### src/rtl/io_port_timer_if.sv
// tiny32 ports-region bus: CPU-side strobes, address and data toward the peripheral.
interface io_port_timer_if #(
    parameter int REG_ADDR_BITS = 3
);
    logic                     sel;
    logic [REG_ADDR_BITS-1:0] address;
    logic                     nrd;
    logic [3:0]               nwr;
    logic [31:0]              wdata;
    logic [31:0]              rdata;

    modport master (output sel, address, nrd, nwr, wdata, input rdata);
    modport slave  (input sel, address, nrd, nwr, wdata, output rdata);
endinterface

### src/rtl/io_port_timer.sv
// Open-drain outputs, edge-interrupt inputs and reload timer on the tiny32 bus; rdata one clk after request.
// No backpressure: one commit per request rising edge. Optional input filter under IO_DEBOUNCE_EN.
module io_port_timer #(
    parameter int OUT_BITS      = 8,
    parameter int IN_BITS       = 8,
    parameter int TIMER_BITS    = 24,
    parameter int REG_ADDR_BITS = 3
`ifdef IO_DEBOUNCE_EN
    ,
    parameter int DEBOUNCE_BITS = 16
`endif
) (
    input  logic                clk,
    input  logic                reset,
    io_port_timer_if.slave      bus,
    output logic [OUT_BITS-1:0] out_pins,
    input  logic [IN_BITS-1:0]  in_pins,
    output logic [1:0]          irq,
    input  logic [1:0]          interrupt_ack
);
    localparam int FALL_W = (IN_BITS > 16) ? 16 : IN_BITS;
    localparam logic [REG_ADDR_BITS-1:0] A_OUT    = REG_ADDR_BITS'(0);
    localparam logic [REG_ADDR_BITS-1:0] A_IN     = REG_ADDR_BITS'(1);
    localparam logic [REG_ADDR_BITS-1:0] A_EDGE   = REG_ADDR_BITS'(2);
    localparam logic [REG_ADDR_BITS-1:0] A_STATUS = REG_ADDR_BITS'(3);
    localparam logic [REG_ADDR_BITS-1:0] A_RELOAD = REG_ADDR_BITS'(4);
    localparam logic [REG_ADDR_BITS-1:0] A_COUNT  = REG_ADDR_BITS'(5);
    localparam logic [REG_ADDR_BITS-1:0] A_CTRL   = REG_ADDR_BITS'(6);

    logic                  req, req_q, req_rise, wr_en, rd_en, ctrl_wr, tmr_zero;
    logic [31:0]           byte_mask, rd_word, wr_word, w1c_word;
    logic [OUT_BITS-1:0]   out_reg;
    logic [IN_BITS-1:0]    sync1, sync2, in_filt, hist, rise_en, fall_mask;
    logic [IN_BITS-1:0]    gpio_status, edge_set, status_clr;
    logic [FALL_W-1:0]     fall_en;
    logic [TIMER_BITS-1:0] reload, count;
    logic                  run, oneshot, timer_ie, gpio_ie, tpend;

    // Held strobes must not re-commit, so only the request's rising edge acts.
    assign req       = bus.sel & (~bus.nrd | (bus.nwr != 4'hF));
    assign req_rise  = req & ~req_q;
    assign wr_en     = req_rise & (bus.nwr != 4'hF);
    assign rd_en     = req_rise & ~bus.nrd;
    assign ctrl_wr   = wr_en & (bus.address == A_CTRL);
    assign byte_mask = {{8{~bus.nwr[3]}}, {8{~bus.nwr[2]}}, {8{~bus.nwr[1]}}, {8{~bus.nwr[0]}}};
    assign w1c_word  = bus.wdata & byte_mask;
    assign wr_word   = (rd_word & ~byte_mask) | w1c_word;

    always_comb begin
        rd_word = '0;
        case (bus.address)
            A_OUT:    rd_word = 32'(out_reg);
            A_IN:     rd_word = 32'(in_filt);
            A_EDGE:   rd_word = 32'(rise_en) | (32'(fall_en) << 16);
            A_STATUS: rd_word = 32'(gpio_status);
            A_RELOAD: rd_word = 32'(reload);
            A_COUNT:  rd_word = 32'(count);
            A_CTRL:   rd_word = {28'd0, gpio_ie, timer_ie, oneshot, run};
            default:  rd_word = '0;
        endcase
    end

    assign fall_mask  = IN_BITS'(fall_en);
    assign edge_set   = (in_filt & ~hist & rise_en) | (~in_filt & hist & fall_mask);
    assign status_clr = interrupt_ack[1] ? '1 :
                        (wr_en && bus.address == A_STATUS) ? w1c_word[IN_BITS-1:0] : '0;
    assign tmr_zero   = run & (count == '0);

    assign out_pins = out_reg;
    assign irq      = {gpio_ie & (|gpio_status), tpend & timer_ie};

`ifdef IO_DEBOUNCE_EN
    logic [DEBOUNCE_BITS-1:0] db_cnt [IN_BITS];

    // Filtered level moves only after 2^DEBOUNCE_BITS consecutive disagreeing clks.
    always_ff @(posedge clk) begin
        for (int i = 0; i < IN_BITS; i++) begin
            if (reset || sync2[i] == in_filt[i]) begin
                db_cnt[i] <= '0;
                if (reset) in_filt[i] <= 1'b0;
            end else if (&db_cnt[i]) begin
                db_cnt[i]  <= '0;
                in_filt[i] <= sync2[i];
            end else begin
                db_cnt[i] <= db_cnt[i] + DEBOUNCE_BITS'(1);
            end
        end
    end
`else
    assign in_filt = sync2;
`endif

    always_ff @(posedge clk) begin
        if (reset) begin
            req_q       <= 1'b0;
            bus.rdata   <= '0;
            out_reg     <= '1;
            sync1       <= '0;
            sync2       <= '0;
            hist        <= '0;
            rise_en     <= '0;
            fall_en     <= '0;
            gpio_status <= '0;
            reload      <= '1;
            count       <= '0;
            run         <= 1'b0;
            oneshot     <= 1'b0;
            timer_ie    <= 1'b0;
            gpio_ie     <= 1'b0;
            tpend       <= 1'b0;
        end else begin
            req_q       <= req;
            sync1       <= in_pins;
            sync2       <= sync1;
            hist        <= in_filt;
            gpio_status <= (gpio_status & ~status_clr) | edge_set;
            tpend       <= (tpend & ~interrupt_ack[0]) | tmr_zero;
            if (rd_en) bus.rdata <= rd_word;

            if (wr_en) begin
                case (bus.address)
                    A_OUT:    out_reg <= wr_word[OUT_BITS-1:0];
                    A_EDGE: begin
                        rise_en <= wr_word[IN_BITS-1:0];
                        fall_en <= wr_word[16 +: FALL_W];
                    end
                    A_RELOAD: reload <= wr_word[TIMER_BITS-1:0];
                    default: ;
                endcase
            end

            // A CTRL write decides RUN outright, overriding the one-shot auto-stop.
            if (ctrl_wr) begin
                run      <= wr_word[0];
                oneshot  <= wr_word[1];
                timer_ie <= wr_word[2];
                gpio_ie  <= wr_word[3];
            end else if (tmr_zero && oneshot) begin
                run <= 1'b0;
            end

            if (ctrl_wr && wr_word[0] && !run)
                count <= reload;
            else if (run)
                count <= tmr_zero ? reload : count - TIMER_BITS'(1);
        end
    end
endmodule

### src/flat_wrapper.sv
// flat-port wrapper written by rule: the top's interface ports become plain ports
module io_port_timer_flat 
#(
    parameter int OUT_BITS      = 8,
    parameter int IN_BITS       = 8,
    parameter int TIMER_BITS    = 24,
    parameter int REG_ADDR_BITS = 3

)
  (clk, reset, out_pins, in_pins, irq, interrupt_ack, bus_sel, bus_address, bus_nrd, bus_nwr, bus_wdata, bus_rdata);
  io_port_timer_if #(.REG_ADDR_BITS(REG_ADDR_BITS)) bus_i ();
  input  logic clk;
  input  logic reset;
  output logic [OUT_BITS-1:0] out_pins;
  input  logic [IN_BITS-1:0] in_pins;
  output logic [1:0] irq;
  input  logic [1:0] interrupt_ack;
  input wire logic [$bits(bus_i.sel)-1:0] bus_sel;
  input wire logic [$bits(bus_i.address)-1:0] bus_address;
  input wire logic [$bits(bus_i.nrd)-1:0] bus_nrd;
  input wire logic [$bits(bus_i.nwr)-1:0] bus_nwr;
  input wire logic [$bits(bus_i.wdata)-1:0] bus_wdata;
  output wire logic [$bits(bus_i.rdata)-1:0] bus_rdata;
  assign bus_i.sel = bus_sel;
  assign bus_i.address = bus_address;
  assign bus_i.nrd = bus_nrd;
  assign bus_i.nwr = bus_nwr;
  assign bus_i.wdata = bus_wdata;
  assign bus_rdata = bus_i.rdata;
  io_port_timer #(.OUT_BITS(OUT_BITS), .IN_BITS(IN_BITS), .TIMER_BITS(TIMER_BITS), .REG_ADDR_BITS(REG_ADDR_BITS)) u_core (.clk(clk), .reset(reset), .bus(bus_i), .out_pins(out_pins), .in_pins(in_pins), .irq(irq), .interrupt_ack(interrupt_ack));
endmodule
### config.mk
export PLATFORM = sky130hd
export DESIGN_NAME = io_port_timer_flat
export DESIGN_NICKNAME = d
export VERILOG_FILES = /design/src/rtl/io_port_timer_if.sv /design/src/rtl/io_port_timer.sv /design/src/flat_wrapper.sv
export SDC_FILE = /design/constraint.sdc
export NUM_CORES = 1
export LEC_CHECK = 0
export ABC_AREA = 1
export BUFFER_PORTS_ARGS = -buffer_cell sky130_fd_sc_hd__buf_2
export CORE_MARGIN = 2
export CORE_UTILIZATION = 51
export CTS_CLUSTER_DIAMETER = 100
export DETAILED_ROUTE_END_ITERATION = 8
export HOLD_SLACK_MARGIN = 0.1
export PLACE_DENSITY = 0.78
export SLEW_MARGIN = 10
export SYNTH_ARGS = -nofsm -noshare
export SYNTH_HDL_FRONTEND = slang
export SYNTH_SLANG_ARGS = --single-unit
### constraint.sdc
create_clock -name clk -period 2 [get_ports clk]
set_input_delay 0.1 -clock clk [delete_from_list [all_inputs] [get_ports clk]]
set_output_delay 0.1 -clock clk [all_outputs]
set_load 0.005 [all_outputs]
=== Word-level counts from Yosys, hierarchy flattened ===
Cells that the tools add are included.

* Output and inout port bits: 42
* Flip-flop bits (word level): 142
* Word-level logic and storage cells: 77

* $add $sub $neg: 1
* Mux-type cells: 8
* Eq/ne operators: 7
* Reduce and logical (&&, ||, !) cells: 13
* Bitwise logic cells: 32

{| class="wikitable"
|+ Operators with widths
! kind !! count
|-
| $pmux W24 S7 || 1
|-
| $mux W24 || 3
|-
| $and A24 B24 Y24 || 2
|-
| $and A8 B8 Y8 || 5
|-
| $logic_not A24 Y1 || 1
|-
| $not A24 Y24 || 1
|-
| $not A8 Y8 || 3
|-
| $or A24 B24 Y24 || 1
|-
| $or A8 B24 Y24 || 1
|-
| $sub A24 B1 Y24 const B || 1
|-
| $mux W8 || 2
|-
| $or A8 B8 Y8 || 2
|-
| $and A1 B1 Y1 || 9
|-
| $eq A3 B3 Y1 const B || 3
|-
| $reduce_or A8 Y1 || 1
|-
| $eq A3 B2 Y1 const B || 2
|-
| $not A1 Y1 || 6
|-
| $reduce_and A2 Y1 || 3
|-
| $logic_and A1 B1 Y1 || 4
|-
| $ne A4 B4 Y1 const B || 1
|-
| $reduce_bool A2 Y1 || 2
|-
| $eq A3 B1 Y1 const B || 1
|-
| $logic_not A3 Y1 || 1
|-
| $mux W1 || 2
|-
| 2 further kinds || 3
|}

=== Longest topological paths before layout ===
* Depth after elaboration: 11
* Depth in mapped cells: 15
* Gate-level depth less buffers: 13

=== Worst setup path after synthesis ===
Ideal clock, no wire load.

* Kind: register -> register
* Start: reg u_core.count[0]
* End: reg u_core.count[11]
* Period minus slack after synthesis: 1.684 ns
* Data arrival time: 1.575 ns
* Buffers on the path: 1
* Setup time: 0.109 ns
* Slack: 0.316 ns
* Cell stages (with the launch flop): 11
* Path through: dfxtp_1 -> inv_1 -> ha_1 -> nand2_1 -> nor4_1 -> nand3_1 -> clkbuf_1 -> nand3_1 -> nand3_1 -> nand2_1 -> inv_1

* Word-level cells in the longest chain between the ends: 6
* Elaborated cells between the ends (all ways): 12
* Those cells by class: 1 x add/sub; 4 x mux; 3 x bitwise; 4 x reduce/logical

{| class="wikitable"
|+ RTL lines
! item !! RTL line !! source
|-
| start, declared || io_port_timer.sv:36 || <nowiki>logic [TIMER_BITS-1:0] reload, count;</nowiki>
|-
| start signal, assigned || io_port_timer.sv:143 || <nowiki>count <= reload;</nowiki>
|-
| start signal, assigned || io_port_timer.sv:145 || <nowiki>count <= tmr_zero ? reload : count - TIMER_BITS'(1);</nowiki>
|-
| parallel branches: the longest is 6 deep, another holds $sub A24 B1 Y24 || n/a ||
|}

Several ways; the timed one is not identified. The select of a mux whose other input is x is not followed.
A chain may end at the register's enable or synchronous reset.

=== Final worst setup path ===
* Start: reg u_core.req_q
* End: reg u_core.gpio_status[6]

* Word-level cells in the longest chain between the ends: 9

{| class="wikitable"
|+ RTL lines
! item !! RTL line !! source
|-
| start, declared || io_port_timer.sv:30 || <nowiki>logic req, req_q, req_rise, wr_en, rd_en, ctrl_wr, tmr_zero;</nowiki>
|-
| start signal, assigned || io_port_timer.sv:112 || <nowiki>req_q <= req;</nowiki>
|-
| $not A1 Y1 || io_port_timer.sv:41 || <nowiki>assign req_rise = req & ~req_q;</nowiki>
|-
| $and A1 B1 Y1 || io_port_timer.sv:41 ||
|-
| $and A1 B1 Y1 || io_port_timer.sv:42 || <nowiki>assign wr_en = req_rise & (bus.nwr != 4'hF);</nowiki>
|-
| $logic_and A1 B1 Y1 || io_port_timer.sv:66 || <nowiki>(wr_en && bus.address == A_STATUS) ? w1c_word[IN_BITS-1:0] : '0;</nowiki>
|-
| $mux W8 || io_port_timer.sv:66 ||
|-
| $mux W8 || io_port_timer.sv:65 || <nowiki>assign status_clr = interrupt_ack[1] ? '1 :</nowiki>
|-
| $not A8 Y8 || io_port_timer.sv:116 || <nowiki>gpio_status <= (gpio_status & ~status_clr) | edge_set;</nowiki>
|-
| $and A8 B8 Y8 || io_port_timer.sv:116 ||
|-
| $or A8 B8 Y8 || io_port_timer.sv:116 ||
|-
| end signal, assigned || io_port_timer.sv:116 ||
|-
| end, declared || io_port_timer.sv:34 || <nowiki>logic [IN_BITS-1:0] gpio_status, edge_set, status_clr;</nowiki>
|}

No other way between the ends.

==> results.toml <==
[clock_network]
clkSinkCount = 134
numCtsBuffers = 17
cts_root_buf = "clkbuf_16"
clkTransAtPathRegs_ns = 0.06
cts_tree = "done"
post-cts-setup-buffer-count = 0
htree_levels = 4
cts_buffer_depth = 2
insertion_delay_ns = 0.43

[drt]
drt_iter0_drc = 615
drc = 0
wire_per_inst_um = 15.3
via_per_inst = 5.37
top_layer = "met4"
wirelength_um = 20400
ant_nets = 0
num_vias = 7168
drt-met1-wl_um = 8360
drt_pass1_iterations = 6
wl_met2_um = 9750
wl_met3_um = 1590

[sta]
fmaxAchievable_mhz = 548
setup_viol = 0
rsz0062_at_grt = "no"
finalClockSkew_ns = 0.0104
max-slew-margin-rel_pct = 50.7
finalHoldViolations = 0
fin_crit_ns = 1.82
finalSetupTns_ns = 0
finalCritPeriodShare_pct = 91.2
worst_pin_slew_ns = 0.739
drv_slew = 0

[worst_setup_path]
worstRegToRegCells = 7
cp_slowest_cell = "dlygate4sd3_1"
crit_chain = "inv_1 > nand3_4 > nor2_2 > nand3_1 > nand3_1 > dlygate4sd3_1 > a21oi_1"
cpLargestDelayFamily = "simple AND/OR/NAND/NOR gates"
critPathMaxFanout = 8
start_kind = "flop"
cpMostUsedCell = "nand3_1"
worstPathArrival_ns = 2.10
end_kind = "flop"
slowest_delay_ns = 0.55
cp_num_buf_inv = 2
worst-path-stages = 7
crit_required_ns = 2.28
crit_type = "reg -> reg"

[cells_and_area]
fillCellCount = 1182
final_cells = 1335
area_delta_synth_final_pct = 22.8
final_area_mm2 = 0.00843
final_core_util_pct = 63.9
antenna_cells = 0
final_layout_size_suffix_gt1_share_pct = 14.3
num-nets-final = 1201

[logic_synthesis]
synth_area_mm2 = 0.00687
synth_top_cell_by_area = "dfxtp_1"
synth_most_common_cell = "nand2_1"
synthTopCellsByCount = "239 x nand2_1, 141 x inv_1, 134 x dfxtp_1, 108 x nor2_1, 84 x a21oi_1"
synthFlopType = "dfxtp_1"
synth_cell_types = 40
synth_edf_count = 0
ys_seq_area_share_pct = 39.1
ys_warn_count = 0
synth_seq_cells = 134
synth_cells = 1032
synth_top_area_share_pct = 39.1
synthArstFlopShare_pct = 0
syn_avg_cell_area_um2 = 6.65
synthTopCellsByArea = "dfxtp_1 39%, nand2_1 13%, inv_1 7.7%"

[floorplanning]
fp.coreArea_mm2 = 0.0132
die_h_um = 120
die-area_mm2 = 0.0144
die_x_um = 120
io_pins = 95
start_util_pct = 52.1
num_rows = 42

[global_routing]
grt_max_degree = 69
overflow = 0
grt_usage_pct = 29.2
grt_pass1_wl_um = 33000
antenna_found_initial = 0
grt_pass1_vias = 6758

[run]
maxCapViolCount = 0

[pwr]
p_leak_uw = 0.00414
pwr_density_cell_mw_per_mm2 = 830
ir_worst_vdd_mv = 0.843
power.total_uw = 6990

[placed_design]
placed_cell_area_mm2 = 0.00751
portBuffers = 78
finalWeightedCongestion = 0.949
post-dp-hpwl_um = 14300
placed_cells = 1271

[worst_hold_path]
whs_path_depth = 6
hold_path_class = "in -> reg"

[run_status]
status = "completed"
## report_power, final
group | internal [µW] | switching [µW] | total [µW] | leakage [µW]
sequential | 2770 | 71.1 | 2840 | 0.00109
combinational | 415 | 639 | 1050 | 0.00277
clock | 1760 | 1340 | 3100 | 0.000280
total | 4950 | 2050 | 6990 | 0.00414
## state kept, by name (all words and copies together) (netlist names)
name and flops:
u_core.timer_ie 1, u_core.rise_en 8, u_core.oneshot 1, u_core.reload 24, u_core.bus.rdata 24, u_core.in_filt 8
u_core.out_pins 8, u_core.sync1 8, u_core.hist 8, u_core.gpio_ie 1, u_core.fall_en 8, u_core.gpio_status 8
u_core.tpend 1, u_core.run 1, u_core.req_q 1, u_core.count 24
## routing by layer
metal	vias to the layer above	track usage, %
li1	3561	-
met5	-	0
met2	291	49.6
met3	64	6.84
met4	0	12.3
met1	3252	35.4
## path summary, 6_finish.rpt
check	startpoint	to	slack (ns)
max	u_core.req_q	u_core.gpio_status[6]	0.18
min	bus_wdata[7]	u_core.gpio_status[7]	0.13
max reg2reg	u_core.req_q	u_core.gpio_status[6]	0.18
min reg2reg	u_core.sync1[2]	u_core.in_filt[2]	0.41
## kinds of logic after synthesis
kind of cell	after synthesis	share of synthesized area, %
AO/OA/AOI/OAI	227	18.7
XOR/XNOR	14	1.79
adder cells (fa/ha/maj)	2	0.364
buffers and inverters	206	12.4
flip-flops	134	39.1
multiplexers	1	0.164
other	1	0.0546
AND/OR/NAND/NOR	447	27.4
## timing repair
item / in CTS / in global routing
endpoints found under the hold margin: 44 / 0
setup endpoints to repair: 0 / 3
resized for setup: 0 / 3
hold buffers: 32 / 0
## tightest hold or removal path, delay by kind of cell
family / cells / cell delay (ns)
AOI/OAI and AO/OA: 1 / 0.11
buffers and inverters: 2 / 0.13
and+or+nand+nor: 3 / 0.17
## final cells by class
class                           instances  area [µm²]  share of cell area (%)
Timing Repair Buffer                  145        1010                    12.0
Clock inverter                         15         164                    1.94
Multi-Input combinational cell        699        3370                    40.0
Inverter                              149         559                    6.63
Sequential cell                       134        2680                    31.8
Clock buffer                           17         425                    5.05
Tap cell                              176         220                    2.61
## cells in the final DEF (no fill, tap or decap), types with 3 or more instances in the layout
master / synthesis / routed
a21oi_1: 84 / 84
a31oi_1: 9 / 9
buf_12: 0 / 3
buf_2: 16 / 78
buf_4: 12 / 32
clkbuf_16: 0 / 17
clkinv_4: 0 / 3
clkinvlp_4: 0 / 3
conb_1: 1 / 8
dfxtp_1: 134 / 134
dlygate4sd3_1: 0 / 32
inv_1: 141 / 141
inv_2: 7 / 7
inv_6: 0 / 4
inv_8: 0 / 3
nand2_1: 239 / 239
nand3_1: 56 / 56
nand4_1: 24 / 24
nor2_1: 108 / 105
nor2_2: 3 / 5
nor3_1: 8 / 8
nor4_1: 3 / 3
o211ai_1: 22 / 22
o21ai_0: 82 / 82
o21ai_1: 3 / 3
o21bai_1: 4 / 4
o221ai_1: 6 / 6
o22ai_1: 7 / 7
o311ai_0: 3 / 3
xor2_1: 13 / 13
## per-stage QoR
step	hold slack, ns	setup slack (ns)
2_1_floorplan	0.207	0.316
3_3_place_gp	0.304	0.220
3_5_place_dp	0.306	0.191
4_1_cts	0.118	0.111
5_1_grt	0.165	0.0192
6_report	0.133	0.175
Power figures use the tool's default switching activity.
